<file path="src/rtl/alu_pkg.sv">
// Shared definitions for the sequential ALU: opcodes, PSW bit positions,
// FSM state encoding and the operation classes used by the flag logic.
package alu_pkg;

    localparam logic [3:0] OP_ADD  = 4'h0;
    localparam logic [3:0] OP_ADDC = 4'h1;
    localparam logic [3:0] OP_SUB  = 4'h2;
    localparam logic [3:0] OP_SUBC = 4'h3;
    localparam logic [3:0] OP_CMP  = 4'h4;
    localparam logic [3:0] OP_XOR  = 4'h5;
    localparam logic [3:0] OP_AND  = 4'h6;
    localparam logic [3:0] OP_OR   = 4'h7;
    localparam logic [3:0] OP_BIC  = 4'h8;
    localparam logic [3:0] OP_MOV  = 4'h9;
    localparam logic [3:0] OP_SRA  = 4'hA;
    localparam logic [3:0] OP_RRC  = 4'hB;
    localparam logic [3:0] OP_SHL  = 4'hC;
    localparam logic [3:0] OP_SWPB = 4'hD;
    localparam logic [3:0] OP_SXT  = 4'hE;
    localparam logic [3:0] OP_RSVD = 4'hF;

    localparam int PSW_C = 0;
    localparam int PSW_Z = 1;
    localparam int PSW_N = 2;
    localparam int PSW_V = 3;

    typedef enum logic [1:0] {
        S_IDLE = 2'd0,
        S_BUSY = 2'd1,
        S_DONE = 2'd2
    } state_t;

    typedef enum logic [1:0] {
        CLS_ARITH = 2'd0,
        CLS_LOGIC = 2'd1,
        CLS_SHIFT = 2'd2,
        CLS_KEEP  = 2'd3
    } op_cls_t;

    function automatic logic is_shift(input logic [3:0] op);
        return (op == OP_SRA) || (op == OP_RRC) || (op == OP_SHL);
    endfunction

endpackage

</file>
<file path="src/rtl/alu_flags.sv">
// Next-PSW computation from a finished result; shared by the single-cycle
// path and by shift completion.
module alu_flags
    import alu_pkg::*;
#(
    parameter int WIDTH = 16
) (
    input  logic [WIDTH-1:0] res,
    input  logic             carry,
    input  logic             ovf,
    input  op_cls_t          cls,
    input  logic             bw,
    input  logic [3:0]       psw_in,
    output logic [3:0]       psw_out
);

    logic msb;
    logic zero;

    assign msb  = bw ? res[7] : res[WIDTH-1];
    assign zero = bw ? (res[7:0] == 8'd0) : (res == '0);

    always_comb begin
        psw_out = psw_in;
        case (cls)
            CLS_ARITH: begin
                psw_out[PSW_C] = carry;
                psw_out[PSW_V] = ovf;
                psw_out[PSW_N] = msb;
                psw_out[PSW_Z] = zero;
            end
            CLS_SHIFT: begin
                psw_out[PSW_C] = carry;
                psw_out[PSW_V] = 1'b0;
                psw_out[PSW_N] = msb;
                psw_out[PSW_Z] = zero;
            end
            // Logic-class ops keep C from the incoming PSW.
            CLS_LOGIC: begin
                psw_out[PSW_V] = 1'b0;
                psw_out[PSW_N] = msb;
                psw_out[PSW_Z] = zero;
            end
            default: psw_out = psw_in;
        endcase
    end

endmodule

</file>
<file path="src/rtl/alu_seq.sv">
// Handshaked ALU with byte mode and full PSW; multi-bit shifts and rotates
// advance one bit per clock under the IDLE/BUSY/DONE FSM.
module alu_seq
    import alu_pkg::*;
#(
    parameter int WIDTH = 16,
    parameter int CNT_W = 4
) (
    input  logic             Clock,
    input  logic             Reset,
    input  logic             in_valid,
    output logic             in_ready,
    input  logic [3:0]       op,
    input  logic             bw,
    input  logic [CNT_W-1:0] count,
    input  logic [WIDTH-1:0] src,
    input  logic [WIDTH-1:0] dst,
    input  logic [3:0]       psw_in,
    output logic             out_valid,
    input  logic             out_ready,
    output logic [WIDTH-1:0] result,
    output logic [3:0]       psw_out,
    output logic             wb,
    output logic [1:0]       state_dbg
);

    // Handshake: an operation transfers on a clock edge where in_valid and
    // in_ready are both high; a result transfers where out_valid and out_ready
    // are both high. Result, psw_out and wb stay constant while out_valid waits.
    localparam logic [CNT_W:0] CNT_ONE = (CNT_W + 1)'(1);

    state_t           state_q, state_d;
    logic [3:0]       op_q, op_d;
    logic             bw_q, bw_d;
    logic [CNT_W:0]   cnt_q, cnt_d;
    logic [WIDTH-1:0] work_q, work_d;
    logic             wc_q, wc_d;
    logic [WIDTH-1:0] result_q, result_d;
    logic [3:0]       psw_q, psw_d;
    logic             wb_q, wb_d;

    logic [WIDTH-1:0] b_op, sc_lane, sc_res;
    logic             cin, sc_carry, sc_ovf, sc_bw, sc_wb;
    logic [WIDTH:0]   sum_w;
    logic [8:0]       sum_b;
    op_cls_t          sc_cls;
    logic [WIDTH-1:0] sh_val;
    logic             sh_c;
    logic [WIDTH-1:0] fl_res;
    logic             fl_carry, fl_ovf, fl_bw;
    op_cls_t          fl_cls;
    logic [3:0]       fl_psw_in, fl_psw;
    logic             busy;

    always_ff @(posedge Clock) begin
        if (Reset) state_q <= S_IDLE;
        else       state_q <= state_d;
    end

    always_comb begin
        state_d = state_q;
        case (state_q)
            S_IDLE: if (in_valid) state_d = is_shift(op) ? S_BUSY : S_DONE;
            S_BUSY: if (cnt_q == CNT_ONE) state_d = S_DONE;
            S_DONE: if (out_ready) state_d = S_IDLE;
            default: state_d = S_IDLE;
        endcase
    end

    always_comb begin
        in_ready  = (state_q == S_IDLE) && !Reset;
        out_valid = (state_q == S_DONE);
        state_dbg = state_q;
    end

    // Subtracts add the inverted source; C=1 then means no borrow.
    always_comb begin
        b_op = src;
        cin  = 1'b0;
        case (op)
            OP_ADDC:        cin = psw_in[PSW_C];
            OP_SUB, OP_CMP: begin b_op = ~src; cin = 1'b1;           end
            OP_SUBC:        begin b_op = ~src; cin = psw_in[PSW_C]; end
            default: ;
        endcase
    end

    assign sum_w    = {1'b0, dst} + {1'b0, b_op} + {{WIDTH{1'b0}}, cin};
    assign sum_b    = {1'b0, dst[7:0]} + {1'b0, b_op[7:0]} + {8'd0, cin};
    assign sc_carry = bw ? sum_b[8] : sum_w[WIDTH];
    assign sc_ovf   = bw ? ((dst[7] == b_op[7]) && (sum_b[7] != dst[7]))
                         : ((dst[WIDTH-1] == b_op[WIDTH-1]) && (sum_w[WIDTH-1] != dst[WIDTH-1]));

    always_comb begin
        sc_lane = bw ? {{(WIDTH-8){1'b0}}, sum_b[7:0]} : sum_w[WIDTH-1:0];
        sc_cls  = CLS_ARITH;
        sc_bw   = bw;
        sc_wb   = 1'b1;
        case (op)
            OP_CMP:  sc_wb = 1'b0;
            OP_XOR:  begin sc_lane = dst ^ src;  sc_cls = CLS_LOGIC; end
            OP_AND:  begin sc_lane = dst & src;  sc_cls = CLS_LOGIC; end
            OP_OR:   begin sc_lane = dst | src;  sc_cls = CLS_LOGIC; end
            OP_BIC:  begin sc_lane = dst & ~src; sc_cls = CLS_LOGIC; end
            OP_MOV:  begin sc_lane = src;        sc_cls = CLS_KEEP;  end
            OP_SWPB: begin
                sc_lane       = dst;
                sc_lane[15:0] = {dst[7:0], dst[15:8]};
                sc_cls        = CLS_LOGIC;
                sc_bw         = 1'b0;
            end
            OP_SXT:  begin
                sc_lane = {{(WIDTH-8){dst[7]}}, dst[7:0]};
                sc_cls  = CLS_LOGIC;
                sc_bw   = 1'b0;
            end
            OP_RSVD: begin sc_lane = dst; sc_cls = CLS_KEEP; sc_wb = 1'b0; end
            default: ;
        endcase
        sc_res = sc_bw ? {dst[WIDTH-1:8], sc_lane[7:0]} : sc_lane;
    end

    // One-bit shift step of the working value; upper byte is untouched in byte mode.
    always_comb begin
        sh_val = work_q;
        sh_c   = (op_q == OP_SHL) ? (bw_q ? work_q[7] : work_q[WIDTH-1]) : work_q[0];
        if (bw_q) begin
            case (op_q)
                OP_SRA:  sh_val[7:0] = {work_q[7], work_q[7:1]};
                OP_RRC:  sh_val[7:0] = {wc_q, work_q[7:1]};
                OP_SHL:  sh_val[7:0] = {work_q[6:0], 1'b0};
                default: ;
            endcase
        end else begin
            case (op_q)
                OP_SRA:  sh_val = {work_q[WIDTH-1], work_q[WIDTH-1:1]};
                OP_RRC:  sh_val = {wc_q, work_q[WIDTH-1:1]};
                OP_SHL:  sh_val = {work_q[WIDTH-2:0], 1'b0};
                default: ;
            endcase
        end
    end

    assign busy      = (state_q == S_BUSY);
    assign fl_res    = busy ? sh_val    : sc_res;
    assign fl_carry  = busy ? sh_c      : sc_carry;
    assign fl_ovf    = busy ? 1'b0      : sc_ovf;
    assign fl_cls    = busy ? CLS_SHIFT : sc_cls;
    assign fl_bw     = busy ? bw_q      : sc_bw;
    assign fl_psw_in = busy ? 4'd0      : psw_in;

    alu_flags #(.WIDTH(WIDTH)) u_flags (
        .res     (fl_res),
        .carry   (fl_carry),
        .ovf     (fl_ovf),
        .cls     (fl_cls),
        .bw      (fl_bw),
        .psw_in  (fl_psw_in),
        .psw_out (fl_psw)
    );

    always_comb begin
        op_d     = op_q;
        bw_d     = bw_q;
        cnt_d    = cnt_q;
        work_d   = work_q;
        wc_d     = wc_q;
        result_d = result_q;
        psw_d    = psw_q;
        wb_d     = wb_q;
        if (state_q == S_IDLE && in_valid) begin
            op_d   = op;
            bw_d   = bw;
            cnt_d  = {1'b0, count} + CNT_ONE;
            work_d = dst;
            wc_d   = psw_in[PSW_C];
            if (!is_shift(op)) begin
                result_d = sc_res;
                psw_d    = fl_psw;
                wb_d     = sc_wb;
            end
        end else if (busy) begin
            work_d = sh_val;
            wc_d   = sh_c;
            cnt_d  = cnt_q - CNT_ONE;
            if (cnt_q == CNT_ONE) begin
                result_d = sh_val;
                psw_d    = fl_psw;
                wb_d     = 1'b1;
            end
        end
    end

    always_ff @(posedge Clock) begin
        if (Reset) begin
            op_q     <= OP_ADD;
            bw_q     <= 1'b0;
            cnt_q    <= '0;
            work_q   <= '0;
            wc_q     <= 1'b0;
            result_q <= '0;
            psw_q    <= '0;
            wb_q     <= 1'b0;
        end else begin
            op_q     <= op_d;
            bw_q     <= bw_d;
            cnt_q    <= cnt_d;
            work_q   <= work_d;
            wc_q     <= wc_d;
            result_q <= result_d;
            psw_q    <= psw_d;
            wb_q     <= wb_d;
        end
    end

    assign result  = result_q;
    assign psw_out = psw_q;
    assign wb      = wb_q;

endmodule

</file>
<file path="config.mk">
export PLATFORM = sky130hd
export DESIGN_NAME = alu_seq
export DESIGN_NICKNAME = d
export VERILOG_FILES = /design/src/rtl/alu_pkg.sv /design/src/rtl/alu_flags.sv /design/src/rtl/alu_seq.sv
export SDC_FILE = /design/constraint.sdc
export NUM_CORES = 1
export LEC_CHECK = 0
export ABC_AREA = 1
export CAP_MARGIN = 20
export CELL_PAD_IN_SITES_DETAIL_PLACEMENT = 1
export CELL_PAD_IN_SITES_GLOBAL_PLACEMENT = 2
export CORE_ASPECT_RATIO = 2
export CORE_MARGIN = 5
export CORE_UTILIZATION = 29
export CTS_CLUSTER_SIZE = 10
export DETAILED_ROUTE_END_ITERATION = 16
export HOLD_SLACK_MARGIN = 0.15
export PLACE_DENSITY_LB_ADDON = 0.05
export REMOVE_ABC_BUFFERS = 1
export SYNTH_ARGS = -nofsm -noshare
export SYNTH_HDL_FRONTEND = slang
export SYNTH_SLANG_ARGS = --single-unit
</file>
<file path="constraint.sdc">
create_clock -name Clock -period 4.4 [get_ports Clock]
set_input_delay 0.88 -clock Clock [delete_from_list [all_inputs] [get_ports Clock]]
set_output_delay 0.88 -clock Clock [all_outputs]
set_load 0.03 [all_outputs]
</file>
==> impl_metrics.ini <==
[flow_run]
drv_cap = 0

[logic_synthesis]
synth_seq_cells = 50
syn_inst = 925
synth_edf_count = 0
yosys_warnings = 0
synth.distinct_cells = 36
syn_area_per_cell_um2 = 5.73
synth_ff_type = dfxtp_1
yosysSeqAreaShare = 0.189
synth_area_um2 = 5300
async_flop_share = 0

[routing]
drt_iter0_markers = 206
drc = 0
viasPerCell = 5.13
routed_wl_um = 24200
post_drt_wl_per_cell_um = 19.9
num_vias = 6237
dr.pass1.iters = 4
postRouteAntennaNets = 0

[cts]
cts_buffers = 5
cts_resized = 0
post_cts_buffers = 0
cts_root_buffer = clkbuf_16
clk_pin_slew_ns = 0.08
cts_max_path_buffers = 2
clkLatencyLatePin_ns = 0.31
htreeDepth = 2
cts_hold_buf = 0
cts.sinks = 50
cts_tree = built

[placement]
gp_congestion = 0.855
dp_hpwl_um = 20200
dp_cells = 1208
placed_cell_area_um2 = 6330
io_buffers = 73

[floorplan]
die_y_um = 201
core_area_um2 = 18100
die_area_um2 = 21200
floorplan.initialDensity = 0.292
row_count = 70
pin_count = 74
die_w_um = 106

[timing]
tightest_slew_ns = 0.709
maxSlewHeadroom = 0.526
fin_worst_skew_ns = 0.00956
fin_crit_sh = 0.915
tns_ns = 0
rsz0062_at_grt = no
fin_crit_ns = 4.03
finalMaxSlewViolations = 0
setup_viol = 0
final_hold_viol_count = 0
fmax_ghz = 0.248

[setup_path]
critPathRequiredTime_ns = 4.64
arrival_ns = 4.27
endpoint_kind = flip-flop
critical_path_peak_fanout = 6
setup.worst_path.start_class = input port
critPathKind = input port to flip-flop

[global_routing]
grt_max_degree = 34
grt_pass1_vias = 6701
track_usage = 0.230
antenna_found_initial = 0
grt_pass1_wl_um = 37700
overflow = 0

[layout]
fin_nets = 1085
final_cells = 1216
final_cell_area_um2 = 6500
nFillCells = 2453
synthToLayoutAreaGrowth_pct = 22.6
utilization = 0.358
antenna_cells = 0
layout-drive-gt1-share = 0.0570

[outcome]
status = completed

[power]
p_comb_frac = 0.470
seqPwrFrac = 0.287
power.density_nw_per_um2 = 295
clock_power_share = 0.243
p_leak_nw = 3.03
peakVddDrop_v = 0.000204
p_int_mw = 1.10
switching_share = 0.428
p_switching_mw = 0.819

[worst_hold_path]
hold_path.class = flip-flop to flip-flop
[kinds of logic (layout without fill, tap and decap cells)]
kind of cell	Yosys count	count (layout)	share of synthesized area
and+or+nand+nor	474	474	0.370
xor gates and xnor gates	26	26	0.0430
adders and majority gates	37	37	0.0902
DFF	50	50	0.189
AOI/OAI and AO/OA	194	194	0.201
buffers and inverters	144	219	0.107
[metrics by stage]
stage	power (mW)	hold slack, ns	setup slack, ns
2_1_floorplan	1.09	0.439	0.625
6_report	1.91	0.466	0.373
3_3_place_gp	1.47	0.455	0.125
4_1_cts	1.94	0.471	0.381
3_5_place_dp	1.47	0.459	0.0668
5_1_grt	2.05	0.495	0.0662
[Yosys cell counts, types with 3 or more instances]
master / count / area (um^2)
nand2_1: 287 / 1080
inv_1: 109 / 409
nor2_1: 88 / 330
o21ai_0: 71 / 355
a21oi_1: 69 / 345
nand3_1: 62 / 310
dfxtp_1: 50 / 1000
ha_1: 35 / 438
xor2_1: 23 / 201
a31oi_1: 20 / 125
clkbuf_1: 18 / 67.6
inv_2: 8 / 30.0
o22ai_1: 8 / 50.1
nand3b_1: 7 / 52.6
nor3_1: 7 / 35.0
o21ai_1: 7 / 35.0
buf_2: 6 / 30.0
nand2_2: 6 / 37.5
nor2_2: 6 / 37.5
o211ai_1: 6 / 45.0
o221ai_1: 5 / 43.8
or2_2: 5 / 31.3
o31ai_1: 3 / 22.5
xnor2_1: 3 / 26.3
[registers in the layout, indices dropped and copies added (netlist names)]
name,cells
wb,1
work_q,16
cnt_q,5
op_q,4
psw_out,4
wc_q,1
result,16
bw_q,1
state_dbg,2
[placed cells by master, fill, tap and decap left out, drive strengths merged]
cell	netlist	layout
o31ai	3	3
clkdlybuf4s50	0	73
clkbuf	18	6
or2	6	6
nor3	7	7
o211ai	6	6
xnor2	3	3
nor3b	1	1
fa	2	2
ha	35	35
nand3b	7	7
clkinvlp	0	1
a22oi	1	1
o22ai	8	8
o21ai	79	79
o2111ai	1	1
bufinv	0	1
nand4	2	2
a21oi	70	70
dfxtp	50	50
xor2	23	23
a31oi	20	20
nand3	62	62
o221ai	5	5
inv	117	117
buf	9	21
nand2	293	293
a221oi	1	1
nor2	96	96
[power groups by stage]
stage / logic [mW] / registers (mW) / clock network (mW)
floorplan: 0.489 / 0.602 / 0
global placement: 0.907 / 0.559 / 0
detailed placement: 0.910 / 0.559 / 0
CTS: 0.913 / 0.549 / 0.479
global route: 1.01 / 0.555 / 0.487
finish: 0.900 / 0.549 / 0.466
[worst paths after layout]
kind	cells after the start	slack (ns)	startpoint	to
min	2	0.47	result[5]	result[5]
min reg2reg	2	0.47	result[5]	result[5]
max	23	0.37	op[1]	psw_out[1]
max reg2reg	9	1.91	state_dbg[0]	result[5]
[metal layers]
metal | track usage | up-vias | wire length, um
met1 | 0.237 | 2937 | 9070
met2 | 0.457 | 97 | 13700
li1 | - | 3160 | -
met4 | 0.109 | 0 | 1120
met5 | 0 | - | 0
met3 | 0.0138 | 43 | 395
[cell type report]
| type | count | area [um^2] | share of cell area |
|---|---|---|---|
| inverters | 117 | 439 | 0.0676 |
| flip-flops and latches | 50 | 1000 | 0.154 |
| clock buffers | 6 | 129 | 0.0198 |
| clock inverters | 2 | 37.5 | 0.00578 |
| repair buffers | 94 | 888 | 0.137 |
| well taps | 216 | 270 | 0.0416 |
| multi-input cells | 731 | 3730 | 0.574 |
[worst max-delay path, cell delays in order]
cell and delay, ns:
clkdlybuf4s50_1 0.63, inv_2 0.10, nand2_1 0.09, o21ai_2 0.06, nor2_2 0.15, xor2_1 0.21
fa_1 0.22, inv_1 0.06, fa_1 0.35, inv_1 0.08, nand2_1 0.06, nand2_1 0.09
nand3_1 0.08, nand2_1 0.21, xnor2_1 0.16, nor2_1 0.06, nor2_1 0.15, nand2_1 0.07
nor2_1 0.09, nand2_1 0.12, a21oi_1 0.16, nand2_1 0.07, a21oi_1 0.12
Note: power is estimated with default switching activity, not from simulation.
==> variant, RTL diff (same flow settings) <==
Change the parameter `CNT_W` from 4 to 6.
--- a/src/rtl/alu_seq.sv
+++ b/src/rtl/alu_seq.sv
@@ -4,7 +4,7 @@
     import alu_pkg::*;
 #(
     parameter int WIDTH = 16,
-    parameter int CNT_W = 4
+    parameter int CNT_W = 6
 ) (
     input  logic             Clock,
     input  logic             Reset,
Interface: changed (resized count); port bits go from 74 to 76. No check against the original RTL was run, so the function may have changed too.
==> variant against the unedited design <==
- via count is 3.7% higher
- worst setup slack better by 60 ps
- sequential cell count is 2 higher
- final area is 3.4% higher
- synthesized area is 2.9% higher
- worst hold slack better by 1.9 ps
- cell count is 3.2% higher
- register-to-register slack worse by 130 ps
- power is 0.18% higher
- non-clock buffer count is 5 higher
- wire length is 4.0% higher
- critical path type unchanged
==> variant: results (changes against the unedited design) <==
metric,value,unit,change
Vias/cell,5.16,,was 5.13
Ys Warns,0,,unchanged
initial antenna violation count,0,,unchanged
Critical Path AT,4210,ps,was 4270 ps
outcome,"complete, no violations",,unchanged
hold crit path type,reg -> reg,,unchanged
compound-gate portion of the synthesized area,21.0,%,was 20.1%
CTS Buf Count,5,,unchanged
DRT Pass-1 Iters,5,,was 4
Final ANT Viol Nets,0,,unchanged
Post-CTS Setup Inserts,0,,unchanged
# port buffers,75,,was 73
Worst Path Max Fanout,5,,was 6
largest net degree at the start of global routing,56,,was 34
Pint,1.11,mW,was 1.10 mW
fraction of registers with async set/reset,0,%,unchanged
Worst Setup Slack post-DPL,116,ps,was 66.8 ps
max_slew headroom,40.3,%,was 52.6%
post-synthesis sequential area ratio,19.1,%,was 18.9%
layout cells sized above 1,4.63,%,was 5.70%
Leakage,3.20,nW,was 3.03 nW
1st-iter DRT viols,257,,was 206
Clock transition at path regs,70,ps,
maximum vdd ir drop,0.168,mV,was 0.204 mV
clk_lat worst skew,310,ps,about the same
H-tree levels,2,,unchanged
synth top area cells,"nand2_1 (20%), dfxtp_1 (19%), inv_1 (9.4%), ha_1 (8.3%), o21ai_0 (7.7%)",,"was nand2_1 (20%), dfxtp_1 (19%), ha_1 (8.3%), inv_1 (7.7%), o21ai_0 (6.7%)"
xor-xnor portion of the synthesized cell area,3.86,%,was 4.30%
"Slowest-stage cell, CP",clkdlybuf4s50_1,,unchanged
Adder-Cell Fraction of Synth Area,9.00,%,was 9.02%
vias in the first global route,6723,,was 6701
Total Routing Usage GR,23.3,%,was 23.0%
clock skew,8.70,ps,was 9.56 ps
"slowest stage delay, CP",550,ps,was 630 ps
ant diodes,0,,unchanged
hpwl dp,20600,um,was 20200 um
commonest cells in the netlist,"nand2_1 (285), inv_1 (137), nor2_1 (96)",,"was nand2_1 (287), inv_1 (109), nor2_1 (88)"
CTS Buffer Depth,2,,unchanged
nets@finish,1124,,was 1085
"Distinct cells, synth",38,,was 36
WL/cell,20.1,um,was 19.9 um
Most used DFF post-synth,dfxtp_1,,unchanged
first-pass GRT wire length,38300,um,was 37700 um
Area after DPL,6550,um2,was 6330 um2
post-synthesis mux area share,0,%,unchanged
CTS resizes,0,,unchanged
root buffer cell,clkbuf_16,,unchanged
Final GP Congestion,0.880,,was 0.855
## variant: cell types whose count changed in the layout (fill, tap and decap cells not counted), moves of 5 or more
cell and delta:
inv_1 +28, o21ai_0 +13, inv_2 -8, nor2_1 +6, nand2_2 -5, o21ai_1 -5
o22ai_1 +5
## variant: worst paths after layout
kind | startpoint | to | slack, ps | depth (start not counted)
max | op[1] | psw_out[1] | 430 | 21
min | psw_out[0] | psw_out[0] | 470 | 2
min reg2reg | psw_out[0] | psw_out[0] | 470 | 2
max reg2reg | state_dbg[0] | psw_out[0] | 1780 | 10
## variant: area by class of cell
class                      instances  area, um2
tap                              219        274
fill                            2526      11900
clock inverter                     2       35.0
timing repair buffer              99        943
clock buffer                       6        129
multi-input combinational        739       3770
sequential                        52       1040
inverter                         138        518
## variant: per-layer routing
metal | global-route usage [%] | up-vias | wire length (um)
met1 | 24.1 | 3057 | 9310
met4 | 9.28 | 0 | 959
met3 | 0.948 | 33 | 461
li1 | - | 3270 | -
met5 | 0 | - | 0
met2 | 47.4 | 110 | 14500
## variant: cells by family (layout without fill, tap and decap cells)
| family | Yosys count | after routing |
|---|---|---|
| xor+xnor | 24 | 24 |
| compound gates | 207 | 207 |
| buf+inv | 168 | 245 |
| simple gates | 470 | 470 |
| fa+ha+maj | 38 | 38 |
| flops | 52 | 52 |
## variant: worst max-delay path, delay by kind of cell
kind / cells / cell delay (ps)
AO/OA/AOI/OAI: 2 / 190
XOR/XNOR: 1 / 120
AND/OR/NAND/NOR: 14 / 1490
buffers and inverters: 2 / 660
adder cells (fa/ha/maj): 2 / 860
## variant: through the flow
step / TNS (ps) / util (%) / instances
CTS: 0 / 36.0 / 1255
finish: 0 / 36.0 / 1255
global placement: 0 / 35.1 / 1247
global route: 0 / 36.0 / 1255
detailed placement: 0 / 35.1 / 1247
floorplan: -12880 / - / 929
## variant: power groups by stage
stage | clock network [mW] | logic [mW] | registers, mW
after floorplan | 0 | 0.488 | 0.608
after global placement | 0 | 0.900 | 0.571
after detailed placement | 0 | 0.905 | 0.571
after CTS | 0.477 | 0.908 | 0.561
after global routing | 0.487 | 0.998 | 0.567
final | 0.462 | 0.896 | 0.560
